===== src/rtl/multdiv_pending_unit.sv =====
// Iterative signed multiply/divide unit fed from the DX latch.
// A MUL/DIV in DXIR is captured into PWIR together with its operands. One
// conditioning cycle turns the operands into magnitudes, then DATA_WIDTH
// shift-add or restoring-divide steps run. The signed result follows with a
// single-cycle multOrDivReady pulse.
module multdiv_pending_unit #(
   parameter int         DATA_WIDTH = 32,
   parameter logic [4:0] MUL_ALUOP  = 5'b00110,
   parameter logic [4:0] DIV_ALUOP  = 5'b00111
) (
   input  logic                  clock,
   input  logic                  resetn,
   input  logic [31:0]           DXIR,
   input  logic [DATA_WIDTH-1:0] operandA,
   input  logic [DATA_WIDTH-1:0] operandB,
   output logic [31:0]           PWIR,
   output logic                  multOrDivReady,
   output logic [DATA_WIDTH-1:0] result,
   output logic                  exception,
   output logic                  busy
);

   localparam int CW = (DATA_WIDTH > 1) ? $clog2(DATA_WIDTH) : 1;
   localparam logic [CW-1:0] LAST = CW'(DATA_WIDTH - 1);

   typedef enum logic [1:0] {IDLE, RUN, DONE} state_t;

   state_t                state_q, state_d;
   logic [31:0]           pwir_q, pwir_d;
   logic [DATA_WIDTH-1:0] hi_q, hi_d;     // product high word / partial remainder
   logic [DATA_WIDTH-1:0] lo_q, lo_d;     // multiplier / dividend, becomes product low / quotient
   logic [DATA_WIDTH-1:0] md_q, md_d;     // multiplicand / divisor magnitude
   logic                  neg_q, neg_d;   // sign to apply to the magnitude result
   logic                  prep_q, prep_d; // first RUN cycle converts operands to magnitudes
   logic [CW-1:0]         cnt_q, cnt_d;
   logic [DATA_WIDTH-1:0] res_q, res_d;
   logic                  exc_q, exc_d;

   logic                  is_md, start, is_div;
   logic [DATA_WIDTH:0]   mul_sum, div_sh;
   logic [DATA_WIDTH-1:0] div_diff, step_hi, step_lo, fin_res;
   logic                  div_ge, fin_exc;

   // Datapath step, final sign/overflow resolution and FSM next state.
   always_comb begin
      state_d  = state_q;
      pwir_d   = pwir_q;
      hi_d     = hi_q;
      lo_d     = lo_q;
      md_d     = md_q;
      neg_d    = neg_q;
      prep_d   = prep_q;
      cnt_d    = cnt_q;
      res_d    = res_q;
      exc_d    = exc_q;

      is_md  = (DXIR[31:27] == 5'd0) &&
               ((DXIR[6:2] == MUL_ALUOP) || (DXIR[6:2] == DIV_ALUOP));
      start  = is_md && (state_q != RUN);
      is_div = (pwir_q[6:2] == DIV_ALUOP);

      // shift-add: add multiplicand when the multiplier LSB is set, shift right
      mul_sum  = {1'b0, hi_q} + (lo_q[0] ? {1'b0, md_q} : '0);
      // restoring divide: shift in next dividend bit, subtract if it fits
      div_sh   = {hi_q, lo_q[DATA_WIDTH-1]};
      div_ge   = (div_sh >= {1'b0, md_q});
      div_diff = div_sh[DATA_WIDTH-1:0] - md_q;

      if (is_div) begin
         step_hi = div_ge ? div_diff : div_sh[DATA_WIDTH-1:0];
         step_lo = {lo_q[DATA_WIDTH-2:0], div_ge};
      end else begin
         step_hi = mul_sum[DATA_WIDTH:1];
         step_lo = {mul_sum[0], lo_q[DATA_WIDTH-1:1]};
      end

      // only meaningful on the last step, when step_hi/step_lo are final
      fin_res = neg_q ? -step_lo : step_lo;
      if (is_div) begin
         if (md_q == '0) begin
            fin_res = '0;
            fin_exc = 1'b1;
         end else begin
            // a positive quotient of 2^(W-1) is the only unrepresentable case
            fin_exc = !neg_q && step_lo[DATA_WIDTH-1];
         end
      end else if (neg_q) begin
         fin_exc = (step_hi != '0) ||
                   (step_lo[DATA_WIDTH-1] && (|step_lo[DATA_WIDTH-2:0]));
      end else begin
         fin_exc = (step_hi != '0) || step_lo[DATA_WIDTH-1];
      end

      case (state_q)
         IDLE, DONE: begin
            if (start) begin
               pwir_d  = DXIR;
               lo_d    = operandA;
               md_d    = operandB;
               hi_d    = '0;
               neg_d   = operandA[DATA_WIDTH-1] ^ operandB[DATA_WIDTH-1];
               prep_d  = 1'b1;
               cnt_d   = '0;
               state_d = RUN;
            end else begin
               state_d = IDLE;
            end
         end
         RUN: begin
            if (prep_q) begin
               lo_d   = lo_q[DATA_WIDTH-1] ? -lo_q : lo_q;
               md_d   = md_q[DATA_WIDTH-1] ? -md_q : md_q;
               hi_d   = '0;
               prep_d = 1'b0;
            end else begin
               hi_d  = step_hi;
               lo_d  = step_lo;
               cnt_d = cnt_q + CW'(1);
               if (cnt_q == LAST) begin
                  res_d   = fin_res;
                  exc_d   = fin_exc;
                  state_d = DONE;
               end
            end
         end
         default: state_d = IDLE;
      endcase
   end

   // State and datapath registers; reset aborts any operation in flight.
   always_ff @(posedge clock or negedge resetn) begin
      if (!resetn) begin
         state_q <= IDLE;
         pwir_q  <= '0;
         hi_q    <= '0;
         lo_q    <= '0;
         md_q    <= '0;
         neg_q   <= 1'b0;
         prep_q  <= 1'b0;
         cnt_q   <= '0;
         res_q   <= '0;
         exc_q   <= 1'b0;
      end else begin
         state_q <= state_d;
         pwir_q  <= pwir_d;
         hi_q    <= hi_d;
         lo_q    <= lo_d;
         md_q    <= md_d;
         neg_q   <= neg_d;
         prep_q  <= prep_d;
         cnt_q   <= cnt_d;
         res_q   <= res_d;
         exc_q   <= exc_d;
      end
   end

   assign PWIR           = pwir_q;
   assign result         = res_q;
   assign exception      = exc_q;
   assign multOrDivReady = (state_q == DONE);
   assign busy           = (state_q == RUN);

endmodule


===== config.mk =====
export PLATFORM = sky130hd
export DESIGN_NAME = multdiv_pending_unit
export DESIGN_NICKNAME = d
export VERILOG_FILES = /design/src/rtl/multdiv_pending_unit.sv
export SDC_FILE = /design/constraint.sdc
export NUM_CORES = 1
export LEC_CHECK = 0
export CORE_MARGIN = 1.5
export CORE_UTILIZATION = 40
export DETAILED_ROUTE_END_ITERATION = 6
export SYNTH_ARGS = -nofsm -noshare
export SYNTH_HDL_FRONTEND = slang
export SYNTH_SLANG_ARGS = --single-unit

===== constraint.sdc =====
create_clock -name clock -period 3.8 [get_ports clock]
set_clock_uncertainty 0.2 [all_clocks]
set_input_delay 0.76 -clock clock [delete_from_list [all_inputs] [get_ports clock]]
set_output_delay 0.76 -clock clock [all_outputs]
set_load 0.01 [all_outputs]

* Word level (Yosys, flattened, before mapping)
Cells that the tools add are included.
** Cells by class
- Reduce and logical (&&, ||, !) cells :: 23
- Bitwise logic cells :: 2
- Add/subtract/negate cells :: 6
- $lt $le $gt $ge :: 1
- Multiplexer cells :: 30
- Eq/ne operators :: 13
** Operator list (number)
- 32-bit two-way mux :: 15
- 32-bit case mux with 2 select lines :: 3
- 32-bit negation :: 3
- 32-bit by 32-bit adder with 33-bit output :: 1
- 33-bit by 32-bit >= comparator with 1-bit output :: 1
- 32-bit zero test :: 1
- 32-bit nonzero test :: 1
- 32-bit subtractor :: 1
- 31-bit OR reduction :: 1
- 5-bit by 3-bit == test with 1-bit output (second input constant) :: 3
- 3-bit AND reduction :: 4
- 5-bit two-way mux :: 2
- 5-bit case mux with 2 select lines :: 1
- 2-bit by 1-bit inequality test with 1-bit output (second input constant) :: 4
- 2-bit AND reduction :: 3
- 5-bit by 1-bit adder with 5-bit output (second input constant) :: 1
- 5-bit == test (second input constant) :: 1
- 5-bit zero test :: 1
- 1-bit two-way mux :: 5
- 1-bit logical AND :: 4
- 2-bit two-way mux :: 2
- 2-bit inequality test (second input constant) :: 2
- 2-bit case mux with 2 select lines :: 1
- 4-bit AND reduction :: 1
- 11 further kinds :: 13
** Storage, ports and cells
- Bits in registers :: 170
- Input bits :: 98

* Longest topological paths before layout
- Depth in word-level cells :: 8
- Depth in mapped cells :: 18
- Gate-level depth less buffers :: 17

* Worst setup path before layout
OpenSTA, ideal clock, no wires.
- Path kind :: register -> register
- Start :: register lo_q[0]
- End :: register exc_q, in the netlist exception
- Stages on the path, launching flop included :: 18
- Setup slack :: -0.289 ns
- Arrival time :: 3.770 ns
- Path buffers :: 2
- Period minus slack after synthesis :: 4.089 ns
- Data required time :: 3.481 ns
- Cell sequence :: dfrtp_1 > inv_1 > buf_1 > nor2_1 > ha_1 > buf_2 > nand4_1 > a2111oi_1 > o41ai_1 > a21oi_2 > a41oi_1 > or2_1 > a211o_1 > xnor2_1 > a21oi_1 > nand4_1 > or4_1 > o21ba_1
** On the way
- Longest elaborated chain between the ends :: 7
- Elaborated cells on any way between the ends :: 13
** Ends and longest elaborated chain
- start: declaration :: RTL line 31 : logic [DATA_WIDTH-1:0] lo_q, lo_d;
- start signal: assignment :: RTL line 147 : lo_q <= lo_d;
- 32-bit two-way mux :: RTL line 63 : mul_sum = {1'b0, hi_q} + (lo_q[0] ? {1'b0, md_q} : '0);
- 32-bit by 32-bit adder with 33-bit output :: RTL line 63
- 32-bit two-way mux :: RTL line 69 : if (is_div) begin
- 32-bit nonzero test or 1-bit logical AND (tied branches) :: RTL line 88, 91, 89
- 1-bit logical OR, on equally long branches :: RTL line 91, 88
- 1-bit two-way mux :: RTL line 87 : end else if (neg_q) begin
- 1-bit two-way mux * :: RTL line 79 : if (is_div) begin
- end signal: assignment :: RTL line 142 : exc_q <= 1'b0;
- end signal: assignment :: RTL line 153 : exc_q <= exc_d;
- end: declaration :: RTL line 37 : logic exc_q, exc_d;
Mark *: on every way between the ends. The rest lies on a longest branch, timed or not.
A chain may end at the register's enable or synchronous reset.

* Worst setup path in the final report
Same ends and word-level chain as after synthesis.

==> reports/summary.md <==
The first global-routing pass estimated 79.8 mm of wire. The number of instances in the synthesized netlist was 1723; the total placed cells including tap cells was 2583. Data arrives at the worst endpoint at 4.41 ns. The congestion estimate from routability-driven global placement came to 0.936. From synthesis to final layout, the design area changed by 43.1%.

The remaining antenna violation count was 0. For the total DRC errors in the routed layout, the log shows 0. Entering global routing, the biggest net connects 63 pins. The largest total area in the synthesized netlist belongs to dfrtp_1.

The maximum fanout count along the critical path is 5, and the count of TritonRoute iterations in the first routing pass is 7. The logs give 0.235 GHz for the maximum clock rate and 0 for the count of endpoints failing hold in the final timing report. The count of buffering cells on the critical path with inverters included came out at 3.

The run finished, with violations left. The tool flagged a number of max-cap violations equal to 0. Post-layout instance area: 19100 sq um. During synthesis, Yosys emitted a total of 0 warnings. The run gives 14500 as the number of global-route vias before repair. The design draws 0.0176 W. The proportion of synthesized flip-flops having asynchronous set or reset came out at 1.00.

The sequential share of the synthesized area is 0.319, and the fraction of final layout cells sized beyond drive strength 1 is 0.234. The final-report setup violation count is 1, and the total core area is 32600 sq um. Synthesis inferred 170 register bits. The number of enable flip-flop cells after synthesis was 0; the mean post-synth cell area was 7.73 sq um. Setup repair after global routing could not meet its margin everywhere. The cell sitting at the root of the clock tree is a clkbuf_16. The prevailing post-synth register cell was dfrtp_1. For the pin with the worst max-slew slack, the measured transition is 0.727 ns.

The worst supply voltage drop on vdd is 0.000432 V, and the number of input and output port buffers inserted is 164. The worst setup path is captured at a flip-flop. The master of the slowest instance on the critical path is dfrtp_2. In this run the horizontal extent of the chip is 185 um.

The total power divided by cell area is 923 nW/um^2, and the per-cell via count in the routed design is 5.69. Hold is met by 0.0894 ns. The final reports fail on setup timing. Post-layout instance count excluding filler cells: 2630. In this run the number of H-tree levels came out at 4. The clock sink count is 170, and the total placed instance area is 17900 sq um. The run gives 38.6 mm as the detailed placement HPWL. The cell family with the largest share of critical-path delay is simple AND/OR/NAND/NOR gates. The die covers 34400 sq um. The clock-pin slew of the registers on the worst-case setup and hold paths works out to 0.08 ns. In the layout the commonest cells are buf_4 (361), nand2_1 (307), dfrtp_1 (169).

The portion of the clock cycle consumed by the worst path in the final layout was 1.12; the time the worst path needs with I/O delays and setup was 4.26 ns. The data required time at the worst endpoint was 3.95 ns. The run gives 1891 as the net count after synthesis. The final routed wire length divided by cell count was 19.4 um. For the effective utilization at floorplan, the log shows 0.408. The worst hold-check path type was primary input to asynchronous set/reset pin.

The mapped netlist covers 13300 sq um. The tools report the worst slew margin relative to its limit as 0.510. The tools report the source-to-sink clock delay at the later pin of the worst-skew pair as 0.46 ns.

The initial antenna violation count was 2. Startpoint type of the worst setup path: a flip-flop. The cell row count is 66. For this run, the slowest stage of the critical path takes 0.47 ns. The type of the setup path with the least slack is flip-flop to flip-flop. The tools report the number of distinct standard cells referenced by the synthesized netlist as 91. The library cell used most frequently in the layout, excluding fill and tap cells, is buf_4. In this run the count of I/O pins placed on the die edge is 165. The signal on the critical path passes through clkinvlp_4, buf_12, nor2_1, ha_1, nand2_1, a2111oi_4, o41ai_2, a21oi_2, a41oi_2, buf_4, xnor2_1, nand4_1, nor4_2, nand4bb_1, or4_4, o21ba_1. Summed over all layers, the routed wires come to 51.0 mm. TritonCTS built the clock tree. The clock buffer count from CTS came out at 17. The run gives 0.301 as the overall track demand over capacity in global routing. The height of the die was 185 um.

The number of slew-limit violations in the final report was 0; the number of design-rule violations left by the first detailed-router iteration was 1460. The portion of synthesized cell area occupied by the leading cell type was 0.319; the total leakage power was 8.66 nW. Total vias in the final route: 15000.

After global routing the overflow that remains totals 0. By area the synthesized netlist is led by dfrtp_1 (32%), nand2_1 (8.8%), ha_1 (6.4%). The minimum setup slack in the final design was -0.463 ns; the register-to-register setup slack was -0.46 ns.

The logs give 2344 for the post-layout net count and 2 for the maximum clock path buffer count.
## kinds of logic (layout without fill, tap and decap cells)
| logic type | Yosys count | after routing | share of synthesized area |
|---|---|---|---|
| other cells | 0 | 1 | 0 |
| mux | 19 | 19 | 0.0150 |
| xor+xnor | 90 | 90 | 0.0592 |
| buf+inv | 171 | 635 | 0.0509 |
| fa+ha+maj | 70 | 70 | 0.0669 |
| simple gates | 689 | 689 | 0.238 |
| flops | 170 | 170 | 0.319 |
| compound gates | 514 | 514 | 0.251 |
## cells in the mapped netlist (all sizes together) (12+ instances only)
master / n
or3: 15
a31oi: 12
nor2: 160
nor4: 18
nand2b: 20
clkbuf: 75
a22o: 20
o211ai: 16
a222oi: 12
nand4: 20
and2: 13
dfrtp: 170
a21o: 12
nand3: 30
o31ai: 14
nand2: 312
a211oi: 29
buf: 29
mux2i: 17
xnor2: 49
xor2: 41
o21ai: 196
nor2b: 13
a21oi: 90
nor3: 54
a221oi: 20
ha: 68
inv: 67
## routing by layer
layer	track usage	vias to the layer above	wire length, um
met4	0.0885	2	1270
met1	0.431	7136	23400
met3	0.0732	88	4290
li1	-	7094	-
met5	0	-	13
met2	0.445	647	22000
## final timing paths
path / from / cells past startpoint / endpoint
max: lo_q[0] / 16 / exception
min: resetn / 1 / md_q[16]
max reg2reg: lo_q[0] / 16 / exception
min reg2reg: PWIR[0] / 2 / PWIR[0]
max in group asynchronous: resetn / 2 / PWIR[13]
min in group clock: PWIR[0] / 2 / PWIR[0]
## stage by stage
step / worst slack, ns / setup TNS [ns] / util
floorplan: 0.00738 / 0 / -
global placement: -0.411 / -0.411 / 0.550
detailed placement: -0.460 / -0.478 / 0.550
CTS: -0.351 / -0.351 / 0.576
global route: -0.594 / -1.22 / 0.584
finish: -0.463 / -0.463 / 0.584
## power by group
group / total (W) / switching [W] / internal, W
combinational: 0.0127 / 0.00682 / 0.00587
sequential: 0.00306 / 0.000592 / 0.00247
clock: 0.00182 / 0.000836 / 0.000981
## layout make-up
class                      instances  area (sq um)
timing repair buffer             537          4570
multi-input combinational       1382          8830
antenna                            1          2.50
fill                            2963         13600
tap                              442           553
inverter                          67           254
timing repair inverter             1          7.51
sequential                       170          4260
clock buffer                      17           425
clock inverter                    13           158
## registers in the layout, indices dropped and copies added, names as in the netlist
signal,cells
lo_q,32
cnt_q,5
hi_q,32
md_q,32
PWIR,32
result,32
state_q,2
exception,1
prep_q,1
neg_q,1
## repair_timing
| action | 4_1_cts | 5_1_grt |
|---|---|---|
| setup buffers | 8 | 8 |
| hold buffers | 0 | 0 |
| setup endpoints to repair | 2 | 26 |
| pin swaps | 24 | 17 |
| hold endpoints to repair | 0 | 0 |
| cloned | 1 | 0 |
| resized for setup | 38 | 44 |
Note: power is estimated with default switching activity, not from simulation.
